[src/rtl/vu_pkg.sv]
// Shared types and default constants for the VU meter level processor.
package vu_pkg;

  typedef enum logic {
    PK_HOLD = 1'b0,
    PK_FALL = 1'b1
  } pk_state_e;

  localparam int unsigned DEF_DECAY_DIV     = 18432;
  localparam int unsigned DEF_HOLD_TICKS    = 50;
  localparam int unsigned DEF_DECAY_STEP    = 4;
  localparam int unsigned DEF_PEAK_STEP     = 2;
  localparam int unsigned DEF_TIMEOUT_TICKS = 100;

endpackage

[src/rtl/tick_prescaler.sv]
// Free-running prescaler: one-cycle tick every DIV enabled cycles (count 0..DIV-1).
module tick_prescaler #(
  parameter int unsigned DIV = vu_pkg::DEF_DECAY_DIV
) (
  input  logic clock,
  input  logic reset,
  input  logic enable,
  output logic tick
);

  localparam int unsigned CW = (DIV > 1) ? $clog2(DIV) : 1;
  localparam logic [CW-1:0] LAST = CW'(DIV - 1);

  logic [CW-1:0] cnt_q, cnt_d;

  always_comb begin
    tick  = enable && (cnt_q == LAST);
    cnt_d = cnt_q;
    if (enable) cnt_d = tick ? '0 : cnt_q + CW'(1);
  end

  always_ff @(posedge clock) begin
    if (reset) cnt_q <= '0;
    else       cnt_q <= cnt_d;
  end

endmodule

[src/rtl/vu_level_proc.sv]
// VU meter level processor: attack/decay bar level, peak-hold marker, sample timeout
// and saturating framing-error count.
//   state   | meaning
//   PK_HOLD | peak frozen, hold counter runs down on each decay tick
//   PK_FALL | peak falls by PEAK_STEP per tick, never below level
module vu_level_proc
  import vu_pkg::*;
#(
  parameter int unsigned DECAY_DIV     = DEF_DECAY_DIV,
  parameter int unsigned HOLD_TICKS    = DEF_HOLD_TICKS,
  parameter int unsigned DECAY_STEP    = DEF_DECAY_STEP,
  parameter int unsigned PEAK_STEP     = DEF_PEAK_STEP,
  parameter int unsigned TIMEOUT_TICKS = DEF_TIMEOUT_TICKS
) (
  input  logic       clock,
  input  logic       reset,
  input  logic       enable,
  input  logic [7:0] data_in,
  input  logic       load,
  input  logic       error,
  output logic [7:0] level,
  output logic [7:0] peak,
  output logic       changed,
  output logic [7:0] error_count
);

  localparam int unsigned HW = (HOLD_TICKS > 0) ? $clog2(HOLD_TICKS + 1) : 1;
  localparam int unsigned TW = (TIMEOUT_TICKS > 0) ? $clog2(TIMEOUT_TICKS + 1) : 1;
  localparam logic [7:0]    DSTEP     = 8'(DECAY_STEP);
  localparam logic [7:0]    PSTEP     = 8'(PEAK_STEP);
  localparam logic [HW-1:0] HOLD_LOAD = HW'(HOLD_TICKS);
  localparam logic [TW-1:0] TO_MAX    = TW'(TIMEOUT_TICKS);
  localparam logic [TW-1:0] TO_LAST   = TW'(TIMEOUT_TICKS - 1);

  logic          tick, accept, reject;
  logic [7:0]    level_q, level_d, target_q, target_d, err_q, err_d;
  logic [7:0]    peak_q, peak_fall, level_prev_q, peak_prev_q;
  logic [TW-1:0] tout_q, tout_d;
  logic [HW-1:0] hold_q;
  logic          changed_q;
  pk_state_e     state_q;

  tick_prescaler #(.DIV(DECAY_DIV)) u_prescaler (
    .clock  (clock),
    .reset  (reset),
    .enable (enable),
    .tick   (tick)
  );

  // target_d already reflects this cycle's sample or timeout, so decay chases the new target
  always_comb begin
    accept   = enable && load && !error;
    reject   = enable && load && error;
    target_d = target_q;
    tout_d   = tout_q;
    if (accept) begin
      target_d = data_in;
      tout_d   = '0;
    end else if (tick && tout_q != TO_MAX) begin
      tout_d = tout_q + TW'(1);
      if (tout_q == TO_LAST) target_d = '0;
    end

    level_d = level_q;
    if (accept && data_in >= level_q)
      level_d = data_in;
    else if (tick && level_q > target_d)
      level_d = ((level_q - target_d) > DSTEP) ? level_q - DSTEP : target_d;

    peak_fall = (peak_q > level_d && (peak_q - level_d) > PSTEP) ? peak_q - PSTEP : level_d;
    err_d     = (reject && err_q != 8'hFF) ? err_q + 8'd1 : err_q;
  end

  always_ff @(posedge clock) begin
    if (reset) begin
      state_q <= PK_HOLD;
      peak_q  <= '0;
      hold_q  <= '0;
    end else if (accept && data_in > peak_q) begin
      state_q <= PK_HOLD;
      peak_q  <= data_in;
      hold_q  <= HOLD_LOAD;
    end else if (tick) begin
      case (state_q)
        PK_HOLD: begin
          if (hold_q <= HW'(1)) begin
            hold_q  <= '0;
            state_q <= PK_FALL;
          end else begin
            hold_q <= hold_q - HW'(1);
          end
        end
        PK_FALL: peak_q <= peak_fall;
        default: state_q <= PK_HOLD;
      endcase
    end
  end

  always_ff @(posedge clock) begin
    if (reset) begin
      level_q      <= '0;
      target_q     <= '0;
      tout_q       <= '0;
      err_q        <= '0;
      level_prev_q <= '0;
      peak_prev_q  <= '0;
      changed_q    <= 1'b0;
    end else begin
      level_q      <= level_d;
      target_q     <= target_d;
      tout_q       <= tout_d;
      err_q        <= err_d;
      level_prev_q <= level_q;
      peak_prev_q  <= peak_q;
      changed_q    <= enable && (level_q != level_prev_q || peak_q != peak_prev_q);
    end
  end

  assign level       = level_q;
  assign peak        = peak_q;
  assign changed     = changed_q;
  assign error_count = err_q;

endmodule

[config.mk]
export PLATFORM = sky130hd
export DESIGN_NAME = vu_level_proc
export DESIGN_NICKNAME = d
export VERILOG_FILES = /design/src/rtl/vu_pkg.sv /design/src/rtl/tick_prescaler.sv /design/src/rtl/vu_level_proc.sv
export SDC_FILE = /design/constraint.sdc
export NUM_CORES = 1
export LEC_CHECK = 0
export CORE_ASPECT_RATIO = 1.1
export CORE_MARGIN = 4
export CORE_UTILIZATION = 50
export DETAILED_ROUTE_END_ITERATION = 6
export PLACE_DENSITY = 0.81
export SLEW_MARGIN = 10
export SYNTH_ARGS = -nofsm -noshare
export SYNTH_HDL_FRONTEND = slang
export SYNTH_SLANG_ARGS = --single-unit
[constraint.sdc]
create_clock -name clock -period 9.3 [get_ports clock]
set_input_delay 1.86 -clock clock [delete_from_list [all_inputs] [get_ports clock]]
set_output_delay 1.86 -clock clock [all_outputs]
set_load 0.01 [all_outputs]
# == Word level (Yosys, flattened, before mapping) ==
# Index checks and enable logic that the tools add are counted.
# totals
reg_bits,78
output_inout_bits,25
elab_cells,72
# op_classes
add_sub_neg,8
n_lt_le_gt_ge,7
eq_ne,7
mux,17
bitwise,1
n_reduce_logical,20
# ops
operator,count
two-way mux 8 bit,10
greater-than comparator 8 bit,3
two-way mux 6 bit,4
inequality test 8 bit,2
subtractor 8 bit,2
adder 15 x 1 -> 15 bit (second input constant),1
equality test 15 bit (second input constant),1
two-way mux 15 bit,1
logical AND 1 bit,11
adder 8 x 1 -> 8 bit (second input constant),1
>= comparator 8 bit,1
greater-than comparator 8 x 2 -> 1 bit (second input constant),1
greater-than comparator 8 x 3 -> 1 bit (second input constant),1
inequality test 8 bit (second input constant),1
subtractor 8 x 2 -> 8 bit (second input constant),1
subtractor 8 x 3 -> 8 bit (second input constant),1
adder 7 x 1 -> 7 bit (second input constant),1
equality test 7 bit (second input constant),1
inequality test 7 bit (second input constant),1
<= comparator 6 x 1 -> 1 bit (second input constant),1
AND reduction 2 bit,3
subtractor 6 x 1 -> 6 bit (second input constant),1
nonzero test 2 bit,2
OR reduction 2 bit,2
other kinds (5),6

# == Longest topological paths before layout ==
# Gate-level depths: netlist of run 1.
# logic_depth
depth_word,17
mapped_depth,33
ltp_nobuf,32

# == Modules after synthesis ==
# From an unflattened synthesis of run 1, not the netlist that was laid out.
# hier_totals
cells_unflattened,638
area_unflattened_um2,5188.7
# modules_own_cells
module,n_inst,cells_per_inst,area_per_inst_um2,seq_area_each_um2
vu_level_proc,1,557,4476.8,1261.2
tick_prescaler,1,81,711.9,300.3

# == Least setup slack after synthesis of run 1 ==
# OpenSTA, ideal clock, no wires.
# synth_path
path_type,input to register
start,input enable
end,"register peak_q[5], in the netlist peak[5]"
setup_time_ps,87
arrival_time_ps,7771
t_required_ps,9213
slack_ps,1441
path_stages,29
cell_sequence,and3_1 > nand4_2 > nor2_1 > nor2_1 > a21oi_1 > ha_1 > nor2b_1 > or2_2 > maj3_2 > xor2_1 > or3_1 > or2_2 > clkbuf_1 > nor2_1 > mux2i_1 > nor2_1 > a21oi_1 > inv_1 > ha_1 > fa_1 > inv_1 > a21oi_1 > inv_1 > maj3_2 > nand3_1 > a21oi_1 > o21a_4 > mux2_1 > o31ai_1
# synth_between
elab_chain_cells,16
word_cells_on_any_way,26
# synth_lines
item,line_no,source
from (decl),vu_level_proc.sv:17,"input logic enable,"
logical AND 1 bit,tick_prescaler.sv:17,tick = enable && (cnt_q == LAST);
logical AND 1 bit,vu_level_proc.sv:59,end else if (tick && tout_q != TO_MAX) begin
two-way mux 8 bit,vu_level_proc.sv:59,
two-way mux 8 bit,vu_level_proc.sv:56,if (accept) begin
subtractor 8 bit,vu_level_proc.sv:68,level_d = ((level_q - target_d) > DSTEP) ? level_q - DSTEP : target_d;
greater-than comparator 8 x 3 -> 1 bit,vu_level_proc.sv:68,
two-way mux 8 bit,vu_level_proc.sv:68,
two-way mux 8 bit,vu_level_proc.sv:67,else if (tick && level_q > target_d)
two-way mux 8 bit *,vu_level_proc.sv:65,if (accept && data_in >= level_q)
net level_d[0],vu_level_proc.sv:36,"logic [7:0] level_q, level_d, target_q, target_d, err_q, err_d;"
subtractor 8 bit,vu_level_proc.sv:70,peak_fall = (peak_q > level_d && (peak_q - level_d) > PSTEP) ? peak_q - PSTEP : level_d;
greater-than comparator 8 x 2 -> 1 bit,vu_level_proc.sv:70,
logical AND 1 bit *,vu_level_proc.sv:70,
two-way mux 8 bit *,vu_level_proc.sv:70,
two-way mux 8 bit *,vu_level_proc.sv:84,case (state_q)
two-way mux 8 bit *,vu_level_proc.sv:83,end else if (tick) begin
two-way mux 8 bit *,vu_level_proc.sv:79,end else if (accept && data_in > peak_q) begin
to (signal assigned),vu_level_proc.sv:81,peak_q <= data_in;
to (signal assigned),vu_level_proc.sv:93,PK_FALL: peak_q <= peak_fall;
to (decl),vu_level_proc.sv:37,"logic [7:0] peak_q, peak_fall, level_prev_q, peak_prev_q;"
# Mark *: on every way through the listed nets, which the timed path passes. The rest lies on a longest branch. The select of a mux whose other input is x is not followed.
# A chain may end at the register's enable or synchronous reset.

# == Worst setup path in the final report of run 1 ==
# layout_path
start,input enable
end,"register peak_q[0], in the netlist peak[0]"
# Same word-level chain as after synthesis.

==> metrics.yaml, run 1 <==
antenna_found_initial: 0
drt_first_pass_iters: 5
timing.fmax_mhz: 117
ys_types: 82
cts_setup_buffers: 0
antenna_cells: 0
drc: 0
hold_slack_ns: 0.497
clk_latency_ns: 0.34
fin_ws_ns: 0.752
slew_headroom: 0.386
drv_slew: 0
min_path_type: "register to register"
fin_skew_ns: 0.00684
synthCells: 651
syn_area_per_cell_um2: 8.13
synth_fp_nets: 704
start_util: 0.512
place_congestion: 0.899
power.share.sequential: 0.378
routedWlPerCell_um: 17.1
critPathSlowestCell: "fa_1"
die_y_um: 116
yosysWarnings: 0
synthArstFlopShare: 0
layout_min_cycle_time_ns: 8.55
criticalPathCategory: "input port to register"
maxCapViolCount: 0
synth.yosys.seq_area_share: 0.295
cts_tree: "done"
end_kind: "register"
ctsHoldBuffers: 0
grt_pass1_vias: 4806
dpl_worst_slack_ns: 0.502
synth-seq-cells: 78
power_density_nw_per_um2: 152
setup_viol: 0
period_share: 0.919
cts_root_buf: "clkbuf_16"
fp.coreArea_um2: 10300
finalWirelength_mm: 14.3
fill_cells: 957
syn_to_final_growth_pct: 15.6
htreeDepth: 3
irDropWorstVdd_uv: 99.7
power.switching_uw: 271
power_leakage_uw: 0.00241
power.total_uw: 927
slowest_delay_ns: 0.52
hpwl_mm: 10.8
num_rows: 39
critPathMaxFanout: 13
nets: 740
synth-edff-count: 0
instances_no_fill: 835
cp.arrival_ns: 8.80
synth_area_um2: 5290
combPwrFrac: 0.228
globalRouteOverflowTotal: 0
placed_cells: 819
clk_pin_slew_ns: 0.06
drive_above_1_share: 0.0824
via_per_inst: 6.04
numCtsBuffers: 9
swShare: 0.292
finalHoldViolCount: 0
drtAntennaViolNets: 0
p_int_uw: 657
die_area_um2: 12300
drt_iter0_drc: 430
setup_tns_ns: 0
pwr-share-clk: 0.394
vias: 5047
gr-usage-all-layers: 0.243
grt_first_pass_wirelength_mm: 23.7
crit_required_ns: 9.55
cts_max_path_buffers: 2
cts.sinks: 78
status: "complete, no violations"
grt_max_degree: 53
portBuffers: 37
crit_path_start_kind: "input port"
fp.dieW_um: 106
ios: 38
worstMarginPinSlew_ns: 0.915
cts_resized: 0
rsz0062_at_grt: "no"
ys.flop_type: "dfxtp_1"
## routing by layer
| layer | global-route usage | share of wire | up-vias |
|---|---|---|---|
| li1 | - | - | 2397 |
| met1 | 0.300 | 0.42 | 2392 |
| met2 | 0.411 | 0.47 | 219 |
| met3 | 0.0552 | 0.071 | 39 |
| met4 | 0.104 | 0.037 | 0 |
| met5 | 0 | 0 | - |
## layout make-up
class | instances | area, µm² | area share
inverter | 39 | 146 | 0.0239
clock buffer | 12 | 256 | 0.0419
timing repair buffer | 49 | 455 | 0.0745
tap | 143 | 179 | 0.0292
multi-input combinational | 510 | 3470 | 0.567
clock inverter | 4 | 52.6 | 0.00859
sequential | 78 | 1560 | 0.255
## stage by stage
| stage | cell area (µm²) | utilization |
|---|---|---|
| after floorplan | 5290 | - |
| after global routing | 6120 | 0.591 |
| after CTS | 6120 | 0.591 |
| after detailed placement | 5810 | 0.561 |
| after global placement | 5810 | 0.561 |
| final | 6120 | 0.591 |
## cell usage after synthesis, types with 9 or more instances
cell type	n	area, µm²
nand2b_1	10	62.6
nand3_1	18	90.1
nor2_1	92	345
dfxtp_1	78	1560
nor4_1	9	56.3
nor3_1	12	60.1
xor2_1	32	280
xnor2_1	12	105
inv_1	37	139
mux2i_1	12	120
a211oi_1	9	67.6
o21ai_0	27	135
and3_1	9	56.3
ha_1	38	475
nand2_1	45	169
o211ai_1	9	67.6
a21oi_1	43	215
clkbuf_1	16	60.1
nand4_1	13	81.3
or3_1	14	87.6
## power by group through the flow
stage                     registers (µW)  clock network (µW)  logic [µW]
after floorplan                      356                   0         152
after global placement               357                   0         203
after detailed placement             358                   0         206
after CTS                            350                 371         208
after global routing                 352                 386         231
final                                351                 366         211
## registers in the layout (all words and copies together) (netlist names)
register and flops:
target_q 8, peak 8, hold_q 6, error_count 8
level 8, level_prev_q 8, state_q 1, peak_prev_q 8
changed 1, tout_q 7, u_prescaler.cnt_q 15
## worst paths after layout
kind | depth (start not counted) | end | startpoint | slack, ns
worst min-delay path | 2 | u_prescaler.cnt_q[1] | u_prescaler.cnt_q[1] | 0.50
worst max register to register | 28 | peak[0] | tout_q[5] | 2.08
worst max-delay path | 28 | peak[0] | enable | 0.75
worst min register to register | 2 | u_prescaler.cnt_q[1] | u_prescaler.cnt_q[1] | 0.50
## worst max-delay path, delay by kind of cell
kind            cells  cell delay, ns
compound gates      9            1.97
fa+ha+maj           3            1.11
buf+inv             5            0.91
simple gates       11            2.92
## cells by family (layout without fill, tap and decap cells)
group,after synthesis,after routing,share of synthesized area
flops,78,78,0.295
buf+inv,63,104,0.0501
mux,15,15,0.0298
compound gates,149,149,0.191
xor+xnor,45,45,0.0780
simple gates,257,257,0.250
fa+ha+maj,44,44,0.106
## cell usage in the layout (no fill, tap or decap), types with 3 or more instances in the layout
master / instances
o21ai_0: 27
nor2b_1: 4
a211oi_1: 9
nor3_1: 12
o211ai_1: 9
o31ai_1: 4
nand2_1: 45
a31oi_1: 4
nand2b_1: 10
and4_4: 3
clkdlybuf4s50_1: 36
o21ai_1: 5
and3_1: 9
nor2_1: 92
a211o_1: 3
maj3_2: 4
inv_1: 37
mux2i_1: 12
a21o_1: 7
or3_1: 14
a21oi_1: 43
a31o_2: 3
nand4_1: 13
nor4_1: 9
ha_1: 38
xnor2_1: 12
and2_1: 3
buf_4: 12
clkbuf_16: 9
nor3b_1: 4
dfxtp_1: 78
xor2_1: 32
a22oi_1: 3
nand3_1: 18
(Power assumes the default switching activity.)
==> inputs of run 2 (changes only) <==
--- a/config.mk
+++ b/config.mk
@@ -5,12 +5,14 @@
 export SDC_FILE = /design/constraint.sdc
 export NUM_CORES = 1
 export LEC_CHECK = 0
+export ABC_AREA = 1
 export CORE_ASPECT_RATIO = 1.1
 export CORE_MARGIN = 4
 export CORE_UTILIZATION = 50
+export CTS_CLUSTER_DIAMETER = 50
 export DETAILED_ROUTE_END_ITERATION = 6
 export PLACE_DENSITY = 0.81
-export SLEW_MARGIN = 10
+export SLEW_MARGIN = 30
 export SYNTH_ARGS = -nofsm -noshare
 export SYNTH_HDL_FRONTEND = slang
 export SYNTH_SLANG_ARGS = --single-unit
==> run 2 against run 1 <==
- routed wire length decreased by 8.7%
- area after synthesis decreased by 2.5%
- critical endpoint is now peak[1]
- sequential power about the same
- cell count increased by 11%
- clock skew increased by 0.0053 ns
- utilization about the same
- sequential share of layout area increased by 0.93 points
- hold slack got worse by 0.039 ns
- largest power group is now registers
==> metrics.yaml, run 2 <==
pwr-share-clk: 0.361
maxCapViolCount: 0
ios: 38
timing.fmax_mhz: 136
synthArstFlopShare: 0
power.switching_uw: 278
fin_skew_ns: 0.0122
critPathSlowestCell: "clkdlybuf4s50_1"
layout_common_cells: "155 x nand2_1, 108 x inv_1, 78 x nor2_1, 78 x dfxtp_1, 68 x nand3_1"
synth-edff-count: 0
nets: 854
grt_first_pass_wirelength_mm: 21.9
synth.yosys.seq_area_share: 0.303
grt_pass1_vias: 4578
grt_max_degree: 42
synth_top_area_share: 0.303
crit_path_start_kind: "input port"
die_area_um2: 12000
dpl_worst_slack_ns: 1.72
cts_resized: 0
setup_viol: 0
crit_required_ns: 9.55
synth_area_leaders: "dfxtp_1 30%, nand2_1 11%, ha_1 9.2%, inv_1 7.9%, nand3_1 6.6%"
combPwrFrac: 0.243
irDropWorstVdd_uv: 96.7
fp.dieW_um: 105
antenna_cells: 0
slew_headroom: 0.631
fin_util: 0.591
drv_slew: 0
postPlaceCellArea_um2: 5660
power.share.sequential: 0.397
p_int_uw: 605
hpwl_mm: 10.0
place_congestion: 0.926
largest_register_ffs: 15
yosysMostFrequentCell: "nand2_1"
slowest_delay_ns: 0.60
drt_first_pass_iters: 5
clk_latency_ns: 0.36
cts_root_buf: "clkbuf_8"
cts_setup_buffers: 0
instances_no_fill: 926
synth-seq-cells: 78
finalHoldViolCount: 0
htreeDepth: 3
vias: 5022
period_share: 0.790
drc: 0
layout_commonest_cell: "nand2_1"
synthCells: 760
numCtsBuffers: 9
antenna_found_initial: 0
synth_area_um2: 5160
ys.flop_type: "dfxtp_1"
syn_area_per_cell_um2: 6.79
gr-usage-all-layers: 0.222
setup_tns_ns: 0
globalRouteOverflowTotal: 0
rsz0062_at_grt: "no"
cts_max_path_buffers: 2
final_area_um2: 5900
swShare: 0.315
cts_tree: "done"
ys_types: 41
min_path_type: "register to register"
finalWirelength_mm: 13.1
syn_to_final_growth_pct: 14.4
via_per_inst: 5.42
placed_cells: 910
drtAntennaViolNets: 0
critPathMaxFanout: 12
die_y_um: 115
ctsHoldBuffers: 0
yosysWarnings: 0
power_leakage_uw: 0.00266
fin_ws_ns: 1.95
cp.arrival_ns: 7.60
fp.coreArea_um2: 9980
portBuffers: 37
drt_iter0_drc: 333
synth_fp_nets: 813
cpMostUsedCell: "nand2_1"
layout_min_cycle_time_ns: 7.35
worstMarginPinSlew_ns: 0.548
num_rows: 38
ys_top_cells_by_count: "155 x nand2_1, 108 x inv_1, 78 x dfxtp_1, 78 x nor2_1, 68 x nand3_1"
start_util: 0.517
end_kind: "register"
routedWlPerCell_um: 14.1
clk_pin_slew_ns: 0.08
status: "complete, no violations"
power_density_nw_per_um2: 150
drive_above_1_share: 0.0868
cts.sinks: 78
max_flop_register: "u_prescaler.cnt_q"
synth_top_area_cell: "dfxtp_1"
criticalPathCategory: "input port to register"
run 2: changes by cell type after synthesis, moves of 8 or more:
cell	delta
or3_1	-14
mux2i_1	-12
and3_1	-8
nand2_2	+18
nor2_1	-14
nand2_1	+110
xor2_1	-19
nand2b_1	-10
inv_1	+71
clkbuf_1	-10
nand3_1	+50
run 2: final timing paths:
| check | startpoint | endpoint | slack (ns) | cells past startpoint |
|---|---|---|---|---|
| max | enable | peak[1] | 1.95 | 35 |
| min | u_prescaler.cnt_q[7] | u_prescaler.cnt_q[7] | 0.46 | 2 |
| max reg2reg | u_prescaler.cnt_q[0] | peak[1] | 3.77 | 36 |
| min reg2reg | u_prescaler.cnt_q[7] | u_prescaler.cnt_q[7] | 0.46 | 2 |
run 2: metal layers:
layer	GRT usage	vias to the layer above	wire, µm
li1	-	2560	-
met1	0.287	2272	5730
met2	0.370	168	6180
met3	0.0434	22	867
met4	0.0787	0	296
met5	0	-	0
run 2: worst max-delay path: cells and delay by family:
kind | cells | cell delay [ns]
AND/OR/NAND/NOR | 19 | 2.13
buffers and inverters | 7 | 1.33
adder cells (fa/ha/maj) | 4 | 1.24
AO/OA/AOI/OAI | 5 | 1.03
run 2: area by class of cell:
type | count | area, µm²
clock buffer | 10 | 128
tap | 120 | 150
timing repair buffer | 38 | 378
sequential | 78 | 1560
fill | 954 | 4080
inverter | 119 | 447
clock inverter | 6 | 119
multi-input combinational | 555 | 3120
run 2: logic make-up (layout without fill, tap and decap cells):
family,after synthesis,after routing,share of synthesized area
simple gates,388,388,0.349
buf+inv,127,173,0.0926
compound gates,106,106,0.121
flops,78,78,0.303
fa+ha+maj,40,40,0.0999
xor+xnor,21,21,0.0357
run 2: through the flow:
step	hold slack, ns	power [µW]
floorplan	0.433	516
finish	0.458	884
global route	0.490	927
CTS	0.463	882
detailed placement	0.446	569
global placement	0.445	567
run 2: power groups by stage:
stage	Sequential, µW	Clock (µW)	Combinational, µW
3_3_place_gp	358	0	209
6_report	350	319	215
5_1_grt	352	334	242
4_1_cts	350	319	213
2_1_floorplan	358	0	158
3_5_place_dp	358	0	211
==> inputs of run 3 (changes only) <==
==> constraint.sdc (replaced) <==
create_clock -name clock -period 7.1 [get_ports clock]
set_input_delay 1.42 -clock clock [delete_from_list [all_inputs] [get_ports clock]]
set_output_delay 1.42 -clock clock [all_outputs]
set_load 0.01 [all_outputs]
==> run 3 against run 2 <==
- hold slack gained 0.0019 ns
- register-to-register slack lost 2.1 ns
- setup slack lost 1.4 ns
- cell count grew 0.32%
- combinational power grew 35%
- sequential share of layout area grew 0.18 points
- clock skew grew 0.0028 ns
- die area is the same
==> metrics.yaml, run 3 (synthesized netlist as in run 2, its figures left out) <==
status: "complete, no violations"
power_leakage_uw: 0.00264
layout_commonest_cell: "nand2_1"
die_area_um2: 12000
finalWirelength_mm: 12.8
clk_pin_slew_ns: 0.09
drc: 0
power.total_uw: 1070
start_util: 0.517
ctsHoldBuffers: 0
layout_common_cells: "155 x nand2_1, 108 x inv_1, 78 x nor2_1, 78 x dfxtp_1, 68 x nand3_1"
die_y_um: 115
num_rows: 38
fill_cells: 922
hpwl_mm: 9.99
globalRouteOverflowTotal: 0
cp.arrival_ns: 6.84
fin_skew_ns: 0.0149
slowest_delay_ns: 0.60
timing.fmax_mhz: 153
period_share: 0.919
critPathSlowestCell: "clkdlybuf4s50_1"
max_flop_register: "u_prescaler.cnt_q"
dpl_worst_slack_ns: 0.178
grt_pass1_vias: 4724
end_kind: "register"
hold_slack_ns: 0.460
slew_headroom: 0.569
largest_register_ffs: 15
place_congestion: 0.931
cts.sinks: 78
drt_iter0_drc: 238
syn_to_final_growth_pct: 13.7
setup_tns_ns: 0
vias: 4977
numCtsBuffers: 9
power_density_nw_per_um2: 183
drive_above_1_share: 0.0915
fp.coreArea_um2: 9980
gr-usage-all-layers: 0.224
finalHoldViolCount: 0
critPathTopFamily: "simple AND/OR/NAND/NOR gates"
antenna_found_initial: 0
layout_min_cycle_time_ns: 6.52
worst-path-buf-inv: 8
rsz0062_at_grt: "no"
worstMarginPinSlew_ns: 0.640
ios: 38
min_path_type: "register to register"
setup_viol: 0
portBuffers: 37
cts_root_buf: "clkbuf_8"
grt_first_pass_wirelength_mm: 22.1
drtAntennaViolNets: 0
cts_max_path_buffers: 2
via_per_inst: 5.36
fin_util: 0.587
fp.dieW_um: 105
cts_tree: "done"
routedWlPerCell_um: 13.8
drt_first_pass_iters: 5
crit_required_ns: 7.41
grt_max_degree: 42
crit_path_start_kind: "input port"
clk_latency_ns: 0.37
fin_ws_ns: 0.577
criticalPathCategory: "input port to register"
maxCapViolCount: 0
irDropWorstVdd_uv: 133
htreeDepth: 3
critPathMaxFanout: 12
cpMostUsedCell: "nand2_1"
drv_slew: 0
nets: 857
antenna_cells: 0
-- run 3: changes by cell type in the layout (fill, tap and decap cells not counted), sizes merged --
cell and change:
clkinv -2, inv +4, bufinv -3, clkinvlp +2, buf +3, clkbuf -1
-- run 3: area by class of cell --
class                      count  area (µm²)  share of cell area
inverter                     119         447              0.0762
clock buffer                   9         124              0.0211
tap                          120         150              0.0256
timing repair buffer          41         400              0.0683
clock inverter                 7        61.3              0.0105
sequential                    78        1560               0.266
multi-input combinational    555        3120               0.532
-- run 3: metrics by stage --
step	cells	instance area [µm²]
after floorplan	760	5160
after global placement	911	5660
after detailed placement	911	5660
after CTS	927	5850
after global routing	929	5860
final	929	5860
-- run 3: worst register-to-register path: cells and delay by family (launching register included) --
| kind | cells | cell delay [ns] |
|---|---|---|
| AOI/OAI and AO/OA | 5 | 0.83 |
| adders and majority gates | 5 | 1.44 |
| buffers and inverters | 5 | 0.52 |
| DFF | 1 | 0.39 |
| and+or+nand+nor | 21 | 2.18 |
-- run 3: where the power goes --
part	internal (µW)	leakage [µW]	switching (µW)	total, µW
combinational	114	0.00192	177	290
clock	134	0.0000892	188	323
sequential	448	0.000631	10.7	459
total	696	0.00264	376	1070
-- run 3: timing repair --
item / 4_1_cts / 5_1_grt
buffers inserted: 0 / 2
resized for setup: 0 / 1
endpoints found under the setup margin: 0 / 2
-- run 3: path summary, 6_finish.rpt --
path	startpoint	to	slack (ns)	depth (start not counted)
worst max-delay path	enable	peak[6]	0.58	35
worst max register to register	u_prescaler.cnt_q[0]	peak[6]	1.68	36
worst min-delay path	u_prescaler.cnt_q[7]	u_prescaler.cnt_q[7]	0.46	2
worst min register to register	u_prescaler.cnt_q[7]	u_prescaler.cnt_q[7]	0.46	2
-- run 3: per-layer routing --
layer | track usage | up-vias | wire length (µm)
met1 | 0.280 | 2219 | 5540
met5 | 0 | - | 0
met3 | 0.0474 | 26 | 887
met4 | 0.0735 | 0 | 310
li1 | - | 2571 | -
met2 | 0.385 | 161 | 6110
